`config.mk`:
```
export PLATFORM = sky130hd
export DESIGN_NAME = mem_arbiter
export DESIGN_NICKNAME = d
export VERILOG_FILES = /design/src/rtl/mem_arbiter.sv
export SDC_FILE = /design/constraint.sdc
export NUM_CORES = 1
export LEC_CHECK = 0
export BUFFER_PORTS_ARGS = -buffer_cell sky130_fd_sc_hd__buf_2
export CORE_ASPECT_RATIO = 0.8
export CORE_UTILIZATION = 45
export CTS_CLUSTER_DIAMETER = 60
export DETAILED_ROUTE_END_ITERATION = 16
export PLACE_DENSITY = 0.79
export SYNTH_ARGS = -nofsm -noshare
export SYNTH_HDL_FRONTEND = slang
export SYNTH_SLANG_ARGS = --single-unit
```
`constraint.sdc`:
```
create_clock -name clk -period 2.1 [get_ports clk]
set_input_delay 0.42 -clock clk [delete_from_list [all_inputs] [get_ports clk]]
set_output_delay 0.42 -clock clk [all_outputs]
set_load 0.01 [all_outputs]
```
`src/rtl/mem_arbiter.sv`:
```
// Two-port arbiter for the core's unified memory. It serialises transactions through the
// sequence issue, wait and respond, then returns a one-cycle ack to the port that won.
module mem_arbiter #(
  parameter int MEM_LATENCY = 1,
  parameter int FIXED_PRIO  = 0,
  parameter int ADDR_W      = 32
) (
  input  logic              clk,
  input  logic              resetn,
  input  logic              m0_req,
  input  logic              m0_we,
  input  logic [ADDR_W-1:0] m0_addr,
  input  logic [31:0]       m0_wdata,
  output logic              m0_ack,
  output logic [31:0]       m0_rdata,
  input  logic              m1_req,
  input  logic              m1_we,
  input  logic [ADDR_W-1:0] m1_addr,
  input  logic [31:0]       m1_wdata,
  output logic              m1_ack,
  output logic [31:0]       m1_rdata,
  output logic              mem_en,
  output logic              mem_we,
  output logic [ADDR_W-1:0] mem_addr,
  output logic [31:0]       mem_wdata,
  input  logic [31:0]       mem_rdata,
  output logic              busy,
  output logic [1:0]        grant
);

  typedef enum logic [1:0] {
    ST_IDLE  = 2'd0,
    ST_ISSUE = 2'd1,
    ST_WAIT  = 2'd2,
    ST_RESP  = 2'd3
  } state_t;

  localparam logic [2:0] CNT_LOAD = 3'(MEM_LATENCY - 1);

  state_t     state_r;
  state_t     state_s;
  logic [2:0] cnt_r;
  logic [2:0] cnt_s;
  logic       last_grant_r;
  logic       win_r;
  logic       win_s;
  logic       sel_s;
  logic       any_req_s;
  logic       capture_s;

  assign any_req_s = m0_req | m1_req;
  assign capture_s = (state_r == ST_WAIT) && (cnt_r == 3'd0) && !mem_we;

  // Winner selection and next-state logic
  always_comb begin
    state_s = state_r;
    cnt_s   = cnt_r;
    win_s   = win_r;
    sel_s   = 1'b0;
    // A tie goes to port 0 under fixed priority, otherwise to the port that did not win last
    if (m0_req && m1_req) begin
      if (FIXED_PRIO != 0) begin
        sel_s = 1'b0;
      end else begin
        sel_s = ~last_grant_r;
      end
    end else if (m1_req) begin
      sel_s = 1'b1;
    end else begin
      sel_s = 1'b0;
    end
    case (state_r)
      ST_IDLE: begin
        if (any_req_s) begin
          state_s = ST_ISSUE;
          win_s   = sel_s;
        end else begin
          state_s = ST_IDLE;
        end
      end
      ST_ISSUE: begin
        state_s = ST_WAIT;
        cnt_s   = CNT_LOAD;
      end
      ST_WAIT: begin
        if (cnt_r == 3'd0) begin
          state_s = ST_RESP;
        end else begin
          cnt_s = cnt_r - 3'd1;
        end
      end
      ST_RESP: state_s = ST_IDLE;
      default: state_s = ST_IDLE;
    endcase
  end

  // State, counter, owner and registered control outputs
  always_ff @(posedge clk or negedge resetn) begin
    if (!resetn) begin
      state_r      <= ST_IDLE;
      cnt_r        <= 3'd0;
      last_grant_r <= 1'b1;
      win_r        <= 1'b0;
      mem_en       <= 1'b0;
      busy         <= 1'b0;
      grant        <= 2'b00;
      m0_ack       <= 1'b0;
      m1_ack       <= 1'b0;
    end else begin
      state_r <= state_s;
      cnt_r   <= cnt_s;
      win_r   <= win_s;
      if ((state_r == ST_IDLE) && any_req_s) begin
        last_grant_r <= sel_s;
      end else begin
        last_grant_r <= last_grant_r;
      end
      mem_en <= (state_s == ST_ISSUE);
      busy   <= (state_s != ST_IDLE);
      if (state_s == ST_IDLE) begin
        grant <= 2'b00;
      end else begin
        grant <= win_s ? 2'b10 : 2'b01;
      end
      m0_ack <= (state_s == ST_RESP) && !win_s;
      m1_ack <= (state_s == ST_RESP) && win_s;
    end
  end

  // Winner's request is latched once and drives the memory port for the whole transaction
  always_ff @(posedge clk or negedge resetn) begin
    if (!resetn) begin
      mem_we    <= 1'b0;
      mem_addr  <= '0;
      mem_wdata <= 32'd0;
    end else if ((state_r == ST_IDLE) && any_req_s) begin
      mem_we    <= sel_s ? m1_we    : m0_we;
      mem_addr  <= sel_s ? m1_addr  : m0_addr;
      mem_wdata <= sel_s ? m1_wdata : m0_wdata;
    end else begin
      mem_we    <= mem_we;
      mem_addr  <= mem_addr;
      mem_wdata <= mem_wdata;
    end
  end

  // Read data lands in the owner's rdata register and holds until that port's next read
  always_ff @(posedge clk or negedge resetn) begin
    if (!resetn) begin
      m0_rdata <= 32'd0;
      m1_rdata <= 32'd0;
    end else if (capture_s) begin
      if (win_r) begin
        m1_rdata <= mem_rdata;
      end else begin
        m0_rdata <= mem_rdata;
      end
    end else begin
      m0_rdata <= m0_rdata;
      m1_rdata <= m1_rdata;
    end
  end

endmodule
```
==> results.ini <==
[run_status]
status = completed

[global_routing]
grt_overflow = 0
grt.total_usage_pct = 23.0
grt_pass1_wl_mm = 24.0
grt_max_degree = 80
grt_pass1_vias = 4819
antenna_found_initial = 0

[routing]
drt-initial-drc-count = 225
vias_per_cell = 4.85
drt_first_pass_iters = 4
drcViolationCount = 0
wirelength_mm = 15.1
ant_nets = 0
via_count = 4983
wire_per_inst_um = 14.7

[clocking]
ctsHoldBuffers = 1
cts_root_buf = clkbuf_16
clock_sinks = 142
numCtsBuffers = 17
cts.clk_slew.worst_paths_ns = 0.07
clkLatencyLatePin_ns = 0.42
clk_path_buf_depth = 2
cts_tree = done
ctsResizeCount = 0
cts_setup_buffers = 0
cts_htree_levels = 4

[synthesis]
yosysUniqueCellTypes = 31
seq_area_frac_synth_pct = 60.2
synth_area_mm2 = 0.00590
ys_ff_latch = 142
syn_area_per_cell_um2 = 10.9
syn_nets = 713
synth_top_area_cell = dfrtp_1
synthTopCellsByArea = dfrtp_1, mux2_2, nand2_1
yosysWarnings = 0
synth_cells = 541
synth_top_area_share_pct = 59.8

[place]
dp_slack_ns = 0.266
dp.cells = 995
placed_area_mm2 = 0.00764
io_buffers = 300
hpwl_mm = 11.1
gp_congestion = 0.783

[sta]
tightest_slew_ns = 0.462
clock_skew_ns = 0.0132
rsz0062_at_grt = no
finalWorstSetupSlack_ns = 0.259
drv_slew = 0
min_period_ns = 1.84
max_clock_freq_ghz = 0.543
tns_ns = 0
hold_viol = 0
slew_headroom_pct = 69.2
finalSetupViolCount = 0
final.period_utilization_pct = 87.7

[cells_and_area]
final_cell_count_no_fill = 1028
drive_gt1_share_pct = 48.4
antennaDiodeCount = 0
stdcell_area_mm2 = 0.00824
fin_nets = 1012
syn2layout_area_growth_pct = 39.6

[worst_setup_path]
start_kind = flip-flop
critPathArrivalTime_ns = 2.13
worstSetupEndpointType = flip-flop
cp.required_ns = 2.39
crit_fanout = 32
crit_type = flip-flop to flip-flop

[floorplan]
num_rows = 37
dieArea_mm2 = 0.0136
start_util_pct = 46.0
die_y_um = 104
die-width_um = 130
coreArea_mm2 = 0.0128
num_io_pins = 301

[power]
powerDensity_mw_per_mm2 = 1560
irDropWorstVdd_mv = 0.736
fin_total_pwr_mw = 12.9
p_leak_nw = 4.06

[flow_run]
maxCapViolations = 0

[worst_hold_path]
hold_class = input port to flip-flop

==> cells in the mapped netlist <==
master	count
clkbuf_1	4
a31oi_1	66
o21a_1	3
inv_1	6
a21bo_2	1
a21boi_2	1
nor2_1	65
or2b_1	1
nand2b_1	3
o31ai_1	1
nor2b_1	1
buf_6	3
or2_2	1
o21ai_0	4
a22oi_1	1
mux2_2	60
nand3_1	3
o21ai_1	1
and3_1	2
a21oi_1	1
nor3_4	1
nand2_2	1
buf_2	24
nand4b_2	1
mux2_1	4
ha_1	6
dfstp_2	1
nand2_1	131
buf_1	1
dfrtp_1	141
buf_4	2
==> flip-flops by register name, summed over array words and instances (netlist names), 2 cells and up <==
name and flops:
mem_addr 32, m1_rdata 32, cnt_r 3, state_r 2, mem_wdata 32, m0_rdata 32
grant 2
==> logic make-up (layout without fill, tap and decap cells) <==
kind of cell,Yosys count,in the layout,synth area share (%)
AOI/OAI and AO/OA,79,79,8.50
muxes,64,64,12.2
DFF,142,142,60.2
buffers and inverters,40,352,3.56
and+or+nand+nor,210,210,14.2
adders and majority gates,6,6,1.27
==> worst paths after layout <==
path	cells after the start	end	startpoint	slack (ns)
hold reg to reg	1	m0_rdata[30]$_DFFE_PN0P_	m0_rdata[30]$_DFFE_PN0P_	0.48
setup reg to reg	7	m0_rdata[0]$_DFFE_PN0P_	cnt_r[0]$_DFFE_PN0P_	0.26
setup / recovery	7	m0_rdata[0]$_DFFE_PN0P_	cnt_r[0]$_DFFE_PN0P_	0.26
min in group asynchronous	2	m1_rdata[24]$_DFFE_PN0P_	resetn	0.51
max in group asynchronous	3	last_grant_r$_DFFE_PN1P_	resetn	0.99
hold / removal	2	m0_rdata[5]$_DFFE_PN0P_	mem_rdata[5]	0.24
==> layer usage <==
layer	GRT usage [%]	part of all wire [%]
met1	27.6	41
met3	6.17	6.7
met2	38.3	50
met5	0	0
met4	10.5	2.6
==> final cells by class <==
type                    instances  area [um2]
clock buffers                  18         439
fillers                      1058        4590
inverters                       6        22.5
multi-input cells             359        2150
repair buffers                314        1700
clock inverters                14         146
well taps                     175         219
flip-flops and latches        142        3550
==> metrics by stage <==
step                hold slack [ns]  utilization (%)
floorplan                     0.124                -
CTS                           0.223             64.2
detailed placement            0.390             59.6
global placement              0.391             59.6
global route                  0.225             64.2
finish                        0.236             64.2
==> where the power goes <==
group          switching [mW]  internal, mW
registers               0.687          4.12
clock network            1.33          1.61
logic                    2.74          2.36
total                    4.76          8.10
==> cell usage in the layout, fill, tap and decap left out, drive strengths merged <==
master / Yosys / layout
or2b: 1 / 1
a21oi: 1 / 1
nand2: 132 / 132
mux2: 64 / 64
dfrtp: 141 / 141
clkinvlp: 0 / 1
o21a: 3 / 3
o21ai: 5 / 5
o31ai: 1 / 1
clkinv: 0 / 6
nor2: 65 / 65
ha: 6 / 6
clkbuf: 4 / 18
nor2b: 1 / 1
buf: 30 / 313
nand3: 3 / 3
a21bo: 1 / 1
nand2b: 3 / 3
nand4b: 1 / 1
a31oi: 66 / 66
inv: 6 / 13
dfstp: 1 / 1
dlygate4sd3: 0 / 1
nor3: 1 / 1
or2: 1 / 1
a21boi: 1 / 1
a22oi: 1 / 1
and3: 2 / 2
==> worst max-delay path: stages, from the launching register on <==
cell and delay [ns]:
dfrtp_1 0.39, inv_1 0.07, ha_1 0.14, ha_1 0.26
nand2_2 0.10, nor3_4 0.16, buf_12 0.23, mux2_2 0.37
Note: power is estimated with default switching activity, not from simulation.
